### config.mk
export PLATFORM = sky130hd
export DESIGN_NAME = if_fetch
export DESIGN_NICKNAME = d
export VERILOG_FILES = /design/src/rtl/if_fetch.sv
export SDC_FILE = /design/constraint.sdc
export NUM_CORES = 1
export LEC_CHECK = 0
export ABC_AREA = 1
export BUFFER_PORTS_ARGS = -buffer_cell sky130_fd_sc_hd__clkbuf_2
export CAP_MARGIN = 20
export CORE_ASPECT_RATIO = 1.1
export CORE_UTILIZATION = 43
export CTS_CLUSTER_SIZE = 12
export DETAILED_ROUTE_END_ITERATION = 8
export HOLD_SLACK_MARGIN = 0.12
export SLEW_MARGIN = 25
export SYNTH_ARGS = -nofsm -noshare
export SYNTH_HDL_FRONTEND = slang
export SYNTH_SLANG_ARGS = --single-unit
### constraint.sdc
create_clock -name clk -period 7.05 [get_ports clk]
set_input_delay 0.705 -clock clk [delete_from_list [all_inputs] [get_ports clk]]
set_output_delay 0.705 -clock clk [all_outputs]
set_load 0.01 [all_outputs]
### src/rtl/if_fetch.sv
// Instruction fetch front end: PC, I-cache req/ack, fetch queue,
// redirect squash, and the {pc, ir} pair handed to predecode.
module if_fetch #(
  parameter logic [63:0] RESET_PC = 64'h0000_0000_8000_0000,
  parameter int          FQ_DEPTH = 2,
  parameter logic [31:0] NOP      = 32'h0000_0013
) (
  input  logic        clk,
  input  logic        rst_n,
  output logic        ic_req,
  output logic [63:0] ic_addr,
  input  logic        ic_ack,
  input  logic [31:0] ic_data,
  input  logic        br_taken,
  input  logic [63:0] br_addr,
  input  logic        stall,
  output logic [63:0] pc_out,
  output logic [31:0] ir_out
);

  localparam int PW = $clog2(FQ_DEPTH);
  localparam int CW = PW + 1;
  localparam logic [CW-1:0] FULL = CW'(FQ_DEPTH);

  typedef enum logic [1:0] {
    IDLE,
    REQ,
    FLUSH
  } state_t;

  state_t        state, state_nx;
  logic [63:0]   pc, pc_nx, pc_inc;
  logic          req_nx;
  logic [63:0]   addr_nx;
  logic [PW-1:0] head, tail;
  logic [CW-1:0] count, cnt_nx;
  logic          push, pop;

  logic [63:0] fq_pc [FQ_DEPTH];
  logic [31:0] fq_ir [FQ_DEPTH];

  assign pc_inc = pc + 64'd4;

  always_comb begin
    push = (state == REQ) && ic_ack && !br_taken;
    pop  = !br_taken && !stall && (count != '0);
    cnt_nx = count + CW'(push) - CW'(pop);
  end

  always_comb begin
    state_nx = state;
    pc_nx    = pc;
    req_nx   = ic_req;
    addr_nx  = ic_addr;
    if (br_taken) begin
      pc_nx = br_addr & ~64'h3;
      unique case (state)
        REQ: begin
          if (ic_ack) begin
            req_nx   = 1'b0;
            state_nx = IDLE;
          end else begin
            state_nx = FLUSH;
          end
        end
        FLUSH: begin
          if (ic_ack) begin
            req_nx   = 1'b0;
            state_nx = IDLE;
          end
        end
        default: state_nx = IDLE;
      endcase
    end else begin
      unique case (state)
        IDLE: begin
          if (cnt_nx < FULL) begin
            req_nx   = 1'b1;
            addr_nx  = pc;
            state_nx = REQ;
          end
        end
        REQ: begin
          if (ic_ack) begin
            pc_nx = pc_inc;
            if (cnt_nx < FULL) begin
              addr_nx = pc_inc;
            end else begin
              req_nx   = 1'b0;
              state_nx = IDLE;
            end
          end
        end
        FLUSH: begin
          // squashed fetch returns; its data is dropped
          if (ic_ack) begin
            req_nx   = 1'b0;
            state_nx = IDLE;
          end
        end
        default: state_nx = IDLE;
      endcase
    end
  end

  always_ff @(negedge clk) begin
    if (push) begin
      fq_pc[tail] <= ic_addr;
      fq_ir[tail] <= ic_data;
    end
  end

  always_ff @(negedge clk or negedge rst_n) begin
    if (!rst_n) begin
      state   <= IDLE;
      pc      <= RESET_PC;
      ic_req  <= 1'b0;
      ic_addr <= '0;
      pc_out  <= '0;
      ir_out  <= NOP;
      head    <= '0;
      tail    <= '0;
      count   <= '0;
    end else begin
      state   <= state_nx;
      pc      <= pc_nx;
      ic_req  <= req_nx;
      ic_addr <= addr_nx;
      if (br_taken) begin
        head  <= '0;
        tail  <= '0;
        count <= '0;
        if (!stall) ir_out <= NOP;
      end else begin
        if (push) tail <= tail + PW'(1);
        if (pop)  head <= head + PW'(1);
        count <= cnt_nx;
        if (!stall) begin
          if (count != '0) begin
            pc_out <= fq_pc[head];
            ir_out <= fq_ir[head];
          end else begin
            ir_out <= NOP;
          end
        end
      end
    end
  end

endmodule

==> impl_metrics.py <==
metrics = {
    "timing": {
        "worstMarginPinSlew_ns": 1.00,
        "worst_clock_skew_ns": 0.0685,
        "final.setup.tns_ns": 0,
        "finalMaxSlewViolations": 0,
        "rsz0062_at_grt": "no",
        "setup_slack_ns": 0.993,
        "setup-violations-final": 0,
        "slew_headroom_pct": 33.1,
        "hold_viol": 0,
    },
    "floorplanning": {
        "die_x_um": 198,
        "die_y_um": 217,
        "core_area_um2": 41400,
        "pin_count": 262,
        "initial_utilization_pct": 43.8,
        "dieArea_um2": 43000,
        "num_rows": 78,
    },
    "global_route": {
        "grt.total_usage_pct": 24.5,
        "overflow": 0,
        "antenna_found_initial": 1,
        "grt_pass1_wl_mm": 80.4,
        "grt_max_degree": 95,
        "first_global_vias": 14262,
    },
    "cts": {
        "insertion_delay_ns": 0.63,
        "clock_sinks": 413,
        "ctsResizeCount": 0,
        "cts_htree_levels": 2,
        "root_buffer": "clkbuf_16",
        "numCtsBuffers": 45,
        "path_clk_slew_ns": 0.05,
        "clk_path_buf_depth": 3,
        "post-cts-setup-buffers": 0,
        "cts_tree": "done",
        "cts-hold-fix-buffers": 0,
    },
    "drt": {
        "routed_via_density": 4.99,
        "final_antenna_net_count": 0,
        "via_count": 14697,
        "drcViolationCount": 0,
        "drt-initial-drc-count": 771,
        "wl_per_cell_um": 17.7,
        "first_pass_iters": 6,
        "drt_wl_total_mm": 52.1,
    },
    "synthesis": {
        "synthTopCellsByArea": "edfxtp_1, dfrtn_1, nand2_1",
        "yosysTopAreaCell": "edfxtp_1",
        "synth_async_sr_flop_share_pct": 54.5,
        "syn_avg_cell_area_um2": 9.48,
        "synth_compound_area_share_pct": 7.52,
        "synth-xor-area-share_pct": 1.59,
        "synth_top_area_share_pct": 31.1,
        "synth_top_family_by_area": "simple AND/OR/NAND/NOR gates",
        "synth-adder-area-share_pct": 0.414,
        "synth.area.mux_share_pct": 1.60,
        "yosysWarnings": 0,
        "synth_edf_count": 188,
        "yosysSeqAreaShare_pct": 62.2,
        "synthSimpleGateAreaFrac_pct": 22.5,
        "synthesis.area_um2": 18100,
        "ys.flop_type": "dfrtn_1",
        "yosysUniqueCellTypes": 37,
        "synth_cells": 1913,
        "ys_ff_latch": 413,
    },
    "worst_hold_path": {
        "hp-class": "reg2reg",
    },
    "run_status": {
        "status": "finished, final reports clean",
    },
    "place": {
        "place_ws_ns": 0.397,
        "hpwlAfterDp_mm": 35.5,
        "gp_congestion": 0.915,
        "io_buffers": 255,
    },
    "worst_setup_path": {
        "crit_type": "in2reg",
        "crit_path_end_kind": "flop",
        "startpoint_type": "input pin",
        "crit_required_ns": 3.91,
        "worstPathArrival_ns": 2.92,
        "crit_fanout": 29,
    },
    "power_and_ir_drop": {
        "ir_drop_mv": 0.207,
        "total_power_w": 0.00877,
        "p_per_area_nw_per_um2": 393,
        "leakage_nw": 10.5,
    },
    "final_layout": {
        "utilization_pct": 53.9,
        "area_growth_pct": 23.0,
        "drive_gt1_share_pct": 16.9,
        "nets": 2456,
    },
    "job": {
        "cap_violations": 0,
    },
}
## cell usage in the layout (no fill, tap or decap), types with 21 or more instances in the layout
cell type	count
o21ai_1	26
inv_1	289
a31oi_1	65
dfrtn_1	221
xor2_1	29
o211ai_1	21
o21ai_0	40
buf_4	21
a21oi_1	70
clkbuf_16	50
edfxtp_1	188
mux2i_1	29
clkbuf_2	254
nand3_1	86
nand2_1	666
nor2_1	201
## where the power goes
group / leakage (nW) / internal [W] / switching [W]
logic: 4.30 / 0.000776 / 0.00142
registers: 4.46 / 0.00322 / 0.000498
clock network: 1.76 / 0.00159 / 0.00127
total: 10.5 / 0.00559 / 0.00318
## area by class of cell
cell class                 count  area [um^2]
sequential                   413        11300
inverter                     104          393
tap                          560          701
fill                        3877        19100
clock inverter               212          917
timing repair buffer         281         1540
antenna                        1         2.50
clock buffer                  64         1340
multi-input combinational   1312         6130
## critical path, stage by stage
cell      delay, ns
clkbuf_2       0.14
nand2_1        0.10
nor2_2         0.16
clkinv_1       0.10
ha_1           0.27
inv_1          0.06
ha_1           0.13
inv_1          0.04
or2_2          0.31
nand2_2        0.10
nand2_4        0.26
inv_2          0.38
a31oi_1        0.15
## registers in the layout, summed over array words and instances (netlist names)
signal   count
pc          62
state        2
tail         1
ic_req       1
ir_out      32
count        2
pc_out      62
fq_pc      124
ic_addr     62
fq_ir       64
head         1
## path summary, 6_finish.rpt
kind	start	end	slack (ns)	cells past startpoint
setup / recovery	ic_ack	ic_addr[3]	0.99	13
hold / removal	ir_out[10]	ir_out[10]	0.43	2
setup reg to reg	state[1]	ic_addr[3]	3.46	15
hold reg to reg	ir_out[10]	ir_out[10]	0.43	2
max in group asynchronous	rst_n	pc[31]	2.58	2
min in group asynchronous	rst_n	pc_out[3]	3.52	1
## stage by stage
step / cells / instance area [um^2] / hold slack (ns)
2_1_floorplan: 1916 / 18200 / 0.401
3_3_place_gp: 2671 / 20100 / 0.409
3_5_place_dp: 2671 / 20100 / 0.421
4_1_cts: 2946 / 22300 / 0.434
5_1_grt: 2947 / 22300 / 0.446
6_report: 2947 / 22300 / 0.428
## metal layers
layer	share of wire (%)	global-route usage [%]	routed length [um]	vias up
li1	-	-	-	7189
met5	0	0	0	-
met1	43	32.5	22500	7014
met4	2.5	7.88	1330	0
met3	6.1	4.24	3170	79
met2	48	40.7	25100	415
## synthesized netlist by cell type (3+ instances only)
library cell,number
a21oi_1,70
a31oi_1,65
buf_1,7
buf_2,24
buf_4,5
clkbuf_1,50
dfrtn_1,221
dfstp_2,4
edfxtp_1,188
ha_1,6
inv_1,99
inv_2,5
mux2i_1,29
nand2_1,666
nand2_2,13
nand2_4,4
nand3_1,86
nand4_1,11
nor2_1,204
nor2_2,7
nor2_4,6
o211ai_1,21
o21ai_0,40
o21ai_1,26
o21ai_2,3
o21bai_1,8
xor2_1,29
## cell families after synthesis
kind of cell / after synthesis
multiplexers: 29
XOR/XNOR: 32
AND/OR/NAND/NOR: 1004
buffers and inverters: 191
adder cells (fa/ha/maj): 6
AO/OA/AOI/OAI: 237
flip-flops: 413
other: 1
Power figures use the tool's default switching activity.
